$ cat config.mk
export PLATFORM = sky130hd
export DESIGN_NAME = pi_gpio_readback_tx
export DESIGN_NICKNAME = d
export VERILOG_FILES = /design/src/rtl/pi_gpio_readback_tx.sv
export SDC_FILE = /design/constraint.sdc
export NUM_CORES = 1
export LEC_CHECK = 0
export BUFFER_PORTS_ARGS = -buffer_cell sky130_fd_sc_hd__buf_4
export CAP_MARGIN = 0
export CORE_ASPECT_RATIO = 1.1
export CORE_MARGIN = 4
export CORE_UTILIZATION = 30
export DETAILED_ROUTE_END_ITERATION = 7
export PLACE_DENSITY_LB_ADDON = 0.3
export SLEW_MARGIN = 25
export SYNTH_ARGS = -nofsm -noshare
export SYNTH_HDL_FRONTEND = slang
export SYNTH_SLANG_ARGS = --single-unit
export TNS_END_PERCENT = 100
$ cat constraint.sdc
create_clock -name pi_clk -period 3.8 [get_ports pi_clk]
set_clock_uncertainty 0.15 [all_clocks]
set_input_delay 0.76 -clock pi_clk [delete_from_list [all_inputs] [get_ports pi_clk]]
set_output_delay 0.76 -clock pi_clk [all_outputs]
set_load 0.1 [all_outputs]
$ cat src/rtl/pi_gpio_readback_tx.sv
// Streams the image buffer back to the Raspberry Pi over the shared GPIO bus, one byte per 4-phase handshake.
// Build option: define PI_READBACK_CHECKSUM_EN to append a modulo-256 checksum byte after the image.
module pi_gpio_readback_tx #(
    parameter int HEIGHT = 20,
    parameter int WIDTH  = 30,
    parameter int DEPTH  = 3,
    parameter int ADDR_W = 11
) (
    input  logic              pi_clk,
    input  logic              rst,
    input  logic              read_req,
    input  logic              pi_ack,
    output logic [ADDR_W-1:0] mem_addr,
    input  logic [7:0]        mem_rdata,
    output logic [7:0]        gpio_out,
    output logic              gpio_oe,
    output logic              tx_valid,
    output logic              busy,
    output logic              done
);

    localparam int TOTAL = HEIGHT * WIDTH * DEPTH;

    typedef logic [ADDR_W:0] idx_t;

`ifdef PI_READBACK_CHECKSUM_EN
    localparam idx_t CKS_SLOT  = idx_t'(TOTAL);
    localparam idx_t BYTE_LAST = CKS_SLOT;
`else
    localparam idx_t BYTE_LAST = idx_t'(TOTAL - 1);
`endif

    typedef enum logic [2:0] {
        IDLE    = 3'd0,
        FETCH   = 3'd1,
        LATCH   = 3'd2,
        PRESENT = 3'd3,
        RELEASE = 3'd4,
        DONE    = 3'd5
    } state_t;

    state_t            state_q;
    idx_t              idx_q;
    idx_t              idx_d;
    logic [ADDR_W-1:0] mem_addr_q;
    logic [7:0]        gpio_out_q;
    logic              gpio_oe_q;
    logic              tx_valid_q;
    logic              busy_q;
    logic              done_q;

    assign idx_d = idx_q + idx_t'(1);

`ifdef PI_READBACK_CHECKSUM_EN
    logic [7:0] cks_q;
    logic [7:0] cks_d;

    assign cks_d = cks_q + mem_rdata;
`endif

    assign mem_addr = mem_addr_q;
    assign gpio_out = gpio_out_q;
    assign gpio_oe  = gpio_oe_q;
    assign tx_valid = tx_valid_q;
    assign busy     = busy_q;
    assign done     = done_q;

    always_ff @(posedge pi_clk or posedge rst) begin
        if (rst) begin
            state_q    <= IDLE;
            idx_q      <= '0;
            mem_addr_q <= '0;
            gpio_out_q <= '0;
            gpio_oe_q  <= 1'b0;
            tx_valid_q <= 1'b0;
            busy_q     <= 1'b0;
            done_q     <= 1'b0;
`ifdef PI_READBACK_CHECKSUM_EN
            cks_q      <= '0;
`endif
        end else begin
            // Dropping read_req mid-transfer abandons the frame; a restart always begins at address 0.
            if (!read_req && state_q != IDLE && state_q != DONE) begin
                state_q    <= IDLE;
                tx_valid_q <= 1'b0;
                gpio_oe_q  <= 1'b0;
                busy_q     <= 1'b0;
            end else begin
                case (state_q)
                    IDLE: begin
                        done_q <= 1'b0;
                        if (read_req && !pi_ack) begin
                            state_q    <= FETCH;
                            idx_q      <= '0;
                            mem_addr_q <= '0;
                            busy_q     <= 1'b1;
                            gpio_oe_q  <= 1'b1;
`ifdef PI_READBACK_CHECKSUM_EN
                            cks_q      <= '0;
`endif
                        end
                    end
                    FETCH: begin
                        state_q <= LATCH;
                    end
                    LATCH: begin
`ifdef PI_READBACK_CHECKSUM_EN
                        if (idx_q == CKS_SLOT) begin
                            gpio_out_q <= cks_q;
                        end else begin
                            gpio_out_q <= mem_rdata;
                            cks_q      <= cks_d;
                        end
`else
                        gpio_out_q <= mem_rdata;
`endif
                        tx_valid_q <= 1'b1;
                        state_q    <= PRESENT;
                    end
                    PRESENT: begin
                        if (pi_ack) begin
                            tx_valid_q <= 1'b0;
                            state_q    <= RELEASE;
                        end
                    end
                    RELEASE: begin
                        if (!pi_ack) begin
                            if (idx_q == BYTE_LAST) begin
                                state_q   <= DONE;
                                done_q    <= 1'b1;
                                busy_q    <= 1'b0;
                                gpio_oe_q <= 1'b0;
                            end else begin
                                state_q <= FETCH;
                                idx_q   <= idx_d;
`ifdef PI_READBACK_CHECKSUM_EN
                                // The checksum slot has no memory word; the address stays on the last image byte.
                                if (idx_d != CKS_SLOT) begin
                                    mem_addr_q <= idx_d[ADDR_W-1:0];
                                end
`else
                                mem_addr_q <= idx_d[ADDR_W-1:0];
`endif
                            end
                        end
                    end
                    DONE: begin
                        tx_valid_q <= 1'b0;
                        if (!read_req) begin
                            state_q <= IDLE;
                            done_q  <= 1'b0;
                        end
                    end
                    default: begin
                        state_q <= IDLE;
                    end
                endcase
            end
        end
    end

endmodule

Word level (Yosys, flattened, before mapping)
Cells that the tools add are included.
- input bits: 12
- bits in registers: 37
- output and inout bits: 23
- equal/unequal tests: 17
- $add $sub $neg: 1
- bitwise operators: 1
- reduce and logical (&&, ||, !) cells: 17
- mux-type cells: 27
- operators by type and width (operator ; number):
    $mux W12 ; 3
    $mux W11 ; 3
    $pmux W12 S2 ; 1
    $pmux W11 S2 ; 1
    $mux W3 ; 6
    $ne A3 B3 Y1 const B ; 6
    $pmux W3 S6 ; 1
    $add A12 B1 Y12 const B ; 1
    $eq A12 B11 Y1 const B ; 1
    $ne A2 B2 Y1 const B ; 5
    $reduce_and A5 Y1 ; 2
    $mux W1 ; 9
    $reduce_bool A3 Y1 ; 3
    $reduce_and A4 Y1 ; 2
    $eq A3 B2 Y1 const B ; 2
    $eq A3 B3 Y1 const B ; 2
    $pmux W1 S3 ; 2
    $reduce_and A2 Y1 ; 2
    $reduce_bool A4 Y1 ; 1
    $eq A3 B1 Y1 const B ; 1
    $logic_and A1 B1 Y1 ; 3
    $logic_not A3 Y1 ; 1
    $logic_not A1 Y1 ; 2
    $pmux W1 S2 ; 1
    2 further kinds ; 2

Longest topological paths before layout
Gate-level depths: netlist (run 1).
- depth after elaboration: 5
- depth in mapped cells: 6

Worst setup path after synthesis (run 1)
OpenSTA, ideal clock, no wires.
- path kind: flip-flop to output port
- start point: register, netlist name busy
- end point: output port gpio_oe
- path buffers: 1
- arrival time: 1.362 ns
- cell stages (with the launch flop): 2
- path slack: 1.528 ns
- required time: 2.890 ns
- path through: dfrtp_1 > buf_4
- RTL lines (item ; line ; RTL):
    to (decl) ; 16 ; output logic gpio_oe,

==> metrics.md, run 1 <==
| Metric | Value |
|---|---|
| Vias per Instance | 5.33 |
| Placed standard-cell area | 1690 sq um |
| Area grow syn2layout | 18.5% |
| Final Non-Filler Cells | 221 |
| WL/cell | 14.4 microns |
| Total of buffers placed on input and output ports | 34 |
| Unrepaired setup endpoints after global routing | no |
| Total negative setup slack | 0 ns |
| Drt initial violations | 53 |
| Path type of the worst min-delay path | register to register |
| Startpoint of the worst register-to-register path | state_q[2]$_DFFE_PP0P_ |
| Share of synthesized cell area in full adder, half adder and majority cells | 0.00842 |
| Cell count after placement | 217 |
| Antenna cell count | 0 |
| Cell-internal power | 0.000574 W |
| Post-route antenna net violation count | 0 |
| Count of mapped cells out of synthesis | 146 |
| Dominant delay contributor by cell family on the critical path | flip-flops |
| Final net count | 179 |
| Worst Reg-to-Reg Cells | 4 |
| Sw frac | 0.480 |
| Multiplexer fraction of the synthesized cell area | 0.0817 |
| Largest family of logic cells by synthesized area | simple AND/OR/NAND/NOR gates |
| Die outline area | 6140 sq um |
| Area share of xor/xnor cells in the synthesized design | 0 |
| Max Transition Viols Final | 0 |
| Hold Path Depth | 1 |
| LEAKAGE | 0.826 nW |
| Buffer cell driving the clock tree root | clkbuf_8 |
| Count of flip-flops with a built-in enable after synthesis | 0 |
| DPL Wire Length | 2.36 mm |
| DR vias | 1178 |
| Yosys warning count | 0 |
| Crit end category | output pin |
| Crit path arrival time | 1.16 ns |
| Final design instance area without fill | 1760 sq um |
| Register area share after synthesis | 0.438 |
| Global-route total usage across every layer | 0.114 |
| Fillcell total | 466 |
| Crit path largest cell delay | 0.53 ns |
| Number of failing hold endpoints at the final stage | 0 |
| Fraction of layout instances using a drive strength above 1 | 0.327 |
| Number of unique standard cell types used by synthesis | 43 |
| Hold_buf cts | 0 |
| Setup slack, reg-to-reg | 1.77 ns |
| Worst Setup Start Kind | register |
| Critical path cell sequence | buf_4 |
| Width of the chip | 75.1 microns |
| Headroom to the max-slew limit | 0.636 |
| Async SR Flop Fraction | 1.00 |
| Number of violations of the max-capacitance limit | 0 |
| Number of global-route vias before repair | 1151 |
| H-tree levels | 1 |
| Synth Area in Compound Gates | 0.161 |
| Row cnt | 26 |
| Residual overflow from global routing | 0 |
| Final WL | 3.19 mm |
| Maximum number of pins on one net before global-route repair | 27 |
| Final setup violation count | 0 |
| Starting Density | 0.315 |
| Routability-driven placement congestion ratio | 0.790 |
| Hold_sp | tx_valid$_DFFE_PP0P_ |
| Reg-to-reg endpoint | idx_q[11]$_DFFE_PP0P_ |
| Global routing usage on met3 | 0.0441 |
| Psw | 0.000531 W |
| Post-cts sizing count | 0 |
| Worst setup path category | register to output pin |
| First-pass GRT wire length | 5.59 mm |
| Number of antenna violations at the first check in global routing | 0 |
| Die extent in y | 81.8 microns |
| Critical path buffers and inverters | 1 |
| Number of top-level pins | 35 |
| FF+latch count, synth | 26 |
| Inserted Clock Buffers | 3 |
| Period utilisation layout | 0.546 |
| Met2 routing resource usage after global routing | 0.182 |
| Floorplan core area | 4720 sq um |
| Prevailing post-synth register cell | dfrtp_1 |
| Sequential cell area | 651 sq um |
| Register clock-pin slew on the reported worst setup and hold paths | 0.10 ns |
| Power share of the sequential group | 0.324 |
| Net count after synthesis | 159 |
| Clock network latency to the later pin of the worst-skew pair | 0.27 ns |
| Post-synthesis share of cell area spent on and, or, nand and nor gates | 0.217 |
| Met1 Resource Use GR | 0.157 |
| Maximum resistive drop on vdd | 0.000442 V |
| Syn_area_per_cell | 10.2 sq um |
| Worst-margin pin slew | 0.545 ns |
| Required time of the critical path | 2.89 ns |
| Number of DRC violations after detailed routing | 0 |
| Worst min-delay path endpoint | tx_valid$_DFFE_PP0P_ |
| Power share of the combinational group | 0.464 |
| Status | completed |
| Busiest metal layer after global routing | met2 |
| Number of setup buffers added after CTS | 0 |
| Max Fanout on Critical Path | 11 |
| Combined area of the multi-input logic cells | 694 sq um |
| Fin crit period | 2.07 ns |
| CTS tree | done |
| Synth Cell Area | 1490 sq um |
| Clock Sinks | 26 |
| Total iterations of the first detailed-routing run | 4 |
| Maximum clock rate | 482 MHz |
| Largest buffer count on any clock path | 2 |
| Portion of total power attributed to the clock network | 0.212 |
| Critical-path cell with the highest stage delay | dfrtp_1 |
| Total power per unit cell area | 628 nW/um^2 |
==> kinds of logic after synthesis <==
family,count (synthesis)
AOI/OAI and AO/OA,34
adders and majority gates,1
buffers and inverters,23
DFF,26
muxes,11
and+or+nand+nor,51
==> per-stage QoR <==
stage / utilization / setup slack, ns / total power [W] / hold slack, ns
6_report: 0.373 / 1.73 / 0.00110 / 0.357
5_1_grt: 0.373 / 1.65 / 0.00115 / 0.380
4_1_cts: 0.373 / 1.72 / 0.00112 / 0.358
3_5_place_dp: 0.358 / 1.60 / 0.000880 / 0.323
3_3_place_gp: 0.358 / 1.63 / 0.000874 / 0.321
2_1_floorplan: - / 1.53 / 0.000776 / 0.337
==> how the worst max path moves through the flow <==
stage / from / endpoint / slack, ns / cells after the start
2_1_floorplan: busy$_DFFE_PP0P_ / gpio_oe / 1.53 / 1
3_3_place_gp: pi_ack / idx_q[3]$_DFFE_PP0P_ / 1.63 / 4
3_5_place_dp: pi_ack / idx_q[3]$_DFFE_PP0P_ / 1.60 / 4
4_1_cts: idx_q[5]$_DFFE_PP0P_ / mem_addr[5] / 1.72 / 1
5_1_grt: state_q[2]$_DFFE_PP0P_ / idx_q[11]$_DFFE_PP0P_ / 1.65 / 4
6_report: idx_q[5]$_DFFE_PP0P_ / mem_addr[5] / 1.73 / 1
==> metal layers <==
metal | part of all wire | up-vias
li1 | - | 567
met1 | 0.45 | 574
met2 | 0.47 | 37
met3 | 0.080 | 0
met4 | 0 | 0
met5 | 0 | -
==> cells in the final DEF (no fill, tap or decap), drive strengths merged, types with 2 or more instances in the layout <==
cell type,Yosys,routed
nor3b,3,3
mux2i,2,2
nand2,12,12
mux2,9,9
inv,3,3
nand3,8,8
clkbuf,3,3
a32o,2,2
nor4bb,2,2
nor2,8,8
a21oi,5,5
and4,4,4
dfrtp,26,26
nand4,3,3
a21o,5,5
buf,17,35
o31ai,2,2
o41ai,2,2
nor2b,3,3
o21ai,10,10
==> power by group through the flow <==
stage	Combinational, W	Sequential (W)	Clock (W)
after floorplan	0.000109	0.000667	0
after global placement	0.000514	0.000361	0
after detailed placement	0.000517	0.000363	0
after CTS	0.000517	0.000360	0.000244
after global routing	0.000530	0.000366	0.000254
final	0.000513	0.000358	0.000234
==> area by class of cell <==
class                      count  area share
clock buffer                   3      0.0235
clock inverter                 1      0.0171
inverter                       3     0.00640
multi-input combinational     97       0.394
sequential                    26       0.370
tap                           56      0.0398
timing repair buffer          35       0.149
==> worst register-to-register path, stage by stage, from the launching register on <==
cell     delay (ns)
dfrtp_1        0.64
nor3b_4        0.38
nand2_2        0.19
or4_1          0.53
nand3_1        0.09
==> cell usage after synthesis (4+ instances only) <==
cell type | n | area (sq um)
a21o_1 | 5 | 37.5
nand3_1 | 8 | 40.0
a21oi_1 | 5 | 25.0
buf_2 | 4 | 20.0
o21ai_0 | 4 | 20.0
nor2_1 | 8 | 30.0
nand2_1 | 11 | 41.3
buf_4 | 13 | 97.6
and4_1 | 4 | 35.0
mux2_2 | 8 | 90.1
o21ai_1 | 6 | 30.0
dfrtp_1 | 26 | 651
==> flip-flops by register name (all words and copies together) (netlist names) <==
| register | count |
|---|---|
| idx_q | 12 |
| busy | 1 |
| done | 1 |
| tx_valid | 1 |
| state_q | 3 |
| gpio_out | 8 |
Power figures use the tool's default switching activity.
==> run 2: changes to the inputs <==
Settings changed: ABC_AREA set to 1.
Clock period 3.8 ns to 2.2 ns, I/O delays scaled along.
==> metrics.md, run 2 <==
| Metric | Value |
|---|---|
| Status | completed |
| Number of unique standard cell types used by synthesis | 30 (-30%) |
| Max Fanout on Critical Path | 14 (+3) |
| Cell taking the most area after synthesis | dfrtp_1 |
| Leading cell types in the layout, fill and taps excluded | 54 x nand2_1, 35 x buf_4, 26 x dfrtp_1 |
| Setup slack, reg-to-reg | 0.38 ns (-1.39 ns) |
| Synth Cell Area | 1660 sq um (+12%) |
| Net count after synthesis | 222 (+40%) |
| Hold_buf cts | 0 (unchanged) |
| Maximum resistive drop on vdd | 0.000701 V (+59%) |
| Reg-to-reg endpoint | idx_q[9]$_DFFE_PP0P_ |
| Number of setup buffers added after CTS | 0 (unchanged) |
| Final setup violation count | 0 (unchanged) |
| Share of the synthesized area in the top cell type | 0.391 (-0.0471) |
| Register area share after synthesis | 0.391 (-0.0471) |
| Cells taking the most area after synthesis | dfrtp_1 39%, nand2_1 12%, buf_4 5.4% |
| Register containing the most flip-flops in the final layout | idx_q |
| Vias per Instance | 4.39 (-18%) |
| Die outline area | 6800 sq um (+11%) |
| Register clock-pin slew on the reported worst setup and hold paths | 0.10 ns (about the same) |
| Total iterations of the first detailed-routing run | 4 (unchanged) |
| WL/cell | 11.3 microns (-22%) |
| Final net count | 249 (+39%) |
| First-pass GRT wire length | 6.04 mm (+8.0%) |
| Required time of the critical path | 2.25 ns (-0.64 ns) |
| Crit end category | register |
| Area grow syn2layout | 18.6% (about the same) |
| Startpoint of the worst register-to-register path | idx_q[0]$_DFFE_PP0P_ |
| DPL Wire Length | 2.62 mm (+11%) |
| Path type of the worst min-delay path | input pin to async pin |
| Crit path arrival time | 1.87 ns (+0.71 ns) |
| Routability-driven placement congestion ratio | 0.797 (+0.91%) |
| Number of antenna violations at the first check in global routing | 0 (unchanged) |
| Prevailing post-synth register cell | dfrtp_1 |
| Width of the chip | 79.0 microns (+5.2%) |
| Inserted Clock Buffers | 3 (unchanged) |
| Number of global-route vias before repair | 1337 (+16%) |
| CTS tree | done |
| Leading cell types by count after synthesis | 54 x nand2_1, 26 x dfrtp_1, 18 x nor2_1 |
| Yosys warning count | 0 (unchanged) |
| Largest buffer count on any clock path | 2 (unchanged) |
| Count of flip-flops with a built-in enable after synthesis | 0 (unchanged) |
| H-tree levels | 1 (unchanged) |
| Placed standard-cell area | 1920 sq um (+14%) |
| Drt initial violations | 94 (+77%) |
| Cell count after placement | 306 (+41%) |
| Post-layout utilization of the core | 0.366 (-0.00726) |
| Final WL | 3.50 mm (+9.8%) |
| FF+latch count, synth | 26 (unchanged) |
| Maximum clock rate | 550 MHz |
| Total of buffers placed on input and output ports | 34 (unchanged) |
| Max reg flops | 12 (unchanged) |
| Async SR Flop Fraction | 1.00 (unchanged) |
| Sequential cell area | 651 sq um (unchanged) |
| Residual overflow from global routing | 0 (unchanged) |
| Number of DRC violations after detailed routing | 0 (unchanged) |
| Count of mapped cells out of synthesis | 209 (+43%) |
| Final design instance area without fill | 1970 sq um (+12%) |
| Cell with the most instances after synthesis | nand2_1 |
| Floorplan core area | 5400 sq um (+14%) |
| Worst-margin pin slew | 0.405 ns (-0.140 ns) |
| Fin crit period | 1.82 ns |
| Number of failing hold endpoints at the final stage | 0 (unchanged) |
| Fillcell total | 595 (+28%) |
| Period utilisation layout | 0.826 |
| Syn_area_per_cell | 7.96 sq um (-22%) |
| Clock network latency to the later pin of the worst-skew pair | 0.27 ns (about the same) |
| Final Non-Filler Cells | 310 (+40%) |
| LEAKAGE | 0.902 nW (+9.1%) |
| Maximum number of pins on one net before global-route repair | 27 (unchanged) |
| Leading cell type in the layout, fill and taps excluded | nand2_1 |
| Combined area of the multi-input logic cells | 833 sq um (+20%) |
| Max Transition Viols Final | 0 (unchanged) |
| Post-route antenna net violation count | 0 (unchanged) |
| Total negative setup slack | 0 ns (unchanged) |
| Starting Density | 0.308 (-0.00641) |
| Number of violations of the max-capacitance limit | 0 (unchanged) |
| DR vias | 1362 (+16%) |
| Fraction of layout instances using a drive strength above 1 | 0.315 (-0.0124) |
| Worst Reg-to-Reg Cells | 9 (+5) |
| Post-cts sizing count | 0 (unchanged) |
| Global-route total usage across every layer | 0.110 (-0.00463) |
| Worst Setup Start Kind | register |
| Row cnt | 28 (+7.7%) |
| Worst setup path category | register to register |
| Buffer cell driving the clock tree root | clkbuf_8 |
| Overall power consumption | 0.00235 W (+110%) |
| Unrepaired setup endpoints after global routing | no |
| Clock Sinks | 26 (unchanged) |
| Die extent in y | 86.1 microns (+5.3%) |
| Antenna cell count | 0 (unchanged) |
| Total power per unit cell area | 1190 nW/um^2 (+90%) |
| Number of top-level pins | 35 (unchanged) |
| Headroom to the max-slew limit | 0.729 (+0.0928) |
==> run 2: cell families (layout without fill, tap and decap cells) <==
| group | after synthesis | in the layout | synth area share |
|---|---|---|---|
| XOR/XNOR | 7 | 7 | 0.0368 |
| buffers and inverters | 34 | 60 | 0.108 |
| adder cells (fa/ha/maj) | 1 | 1 | 0.00752 |
| flip-flops | 26 | 26 | 0.391 |
| AO/OA/AOI/OAI | 26 | 26 | 0.104 |
| AND/OR/NAND/NOR | 115 | 115 | 0.353 |
==> run 2: worst max-delay path by stage <==
stage                                     from               endpoint  slack [ns]
after floorplan               busy$_DFFE_PP0P_                gpio_oe        0.27
after CTS                 idx_q[0]$_DFFE_PP0P_   idx_q[8]$_DFFE_PP0P_        0.37
after global placement    idx_q[0]$_DFFE_PP0P_   idx_q[9]$_DFFE_PP0P_        0.47
after detailed placement  idx_q[0]$_DFFE_PP0P_   idx_q[9]$_DFFE_PP0P_        0.39
final                     idx_q[0]$_DFFE_PP0P_   idx_q[9]$_DFFE_PP0P_        0.38
after global routing      idx_q[0]$_DFFE_PP0P_  idx_q[10]$_DFFE_PP0P_        0.14
==> run 2: cell type report <==
| type | count | share of cell area |
|---|---|---|
| multi-input combinational | 149 | 0.422 |
| sequential | 26 | 0.330 |
| tap | 75 | 0.0475 |
| timing repair buffer | 35 | 0.133 |
| clock buffer | 4 | 0.0279 |
| inverter | 21 | 0.0399 |
==> run 2: layer usage <==
layer | vias up | wire length [microns] | global-route usage
met1 | 616 | 1560 | 0.132
met4 | 0 | 10 | 0.0266
li1 | 714 | - | -
met2 | 30 | 1750 | 0.194
met5 | - | 0 | 0
met3 | 2 | 178 | 0.0294
==> run 2: worst max-delay path, cell delays in order (launching register included) <==
cell and delay [ns]:
dfrtp_1 0.47, ha_1 0.26, nand2_2 0.10, clkinv_1 0.06, nand2_1 0.04, nor2_1 0.20, nand3_4 0.11, nand2_4 0.21
nand2_1 0.08, o21ai_1 0.08
==> run 2: through the flow <==
step | setup WS (ns) | hold WS (ns)
finish | 0.383 | 0.0667
global route | 0.143 | 0.0947
CTS | 0.369 | 0.0748
detailed placement | 0.394 | 0.311
global placement | 0.468 | 0.313
floorplan | 0.270 | 0.330
==> run 2: power by group <==
| group | internal, W | switching, W |
|---|---|---|
| combinational | 0.000288 | 0.00104 |
| clock | 0.000160 | 0.000156 |
| sequential | 0.000589 | 0.000120 |
| total | 0.00104 | 0.00131 |
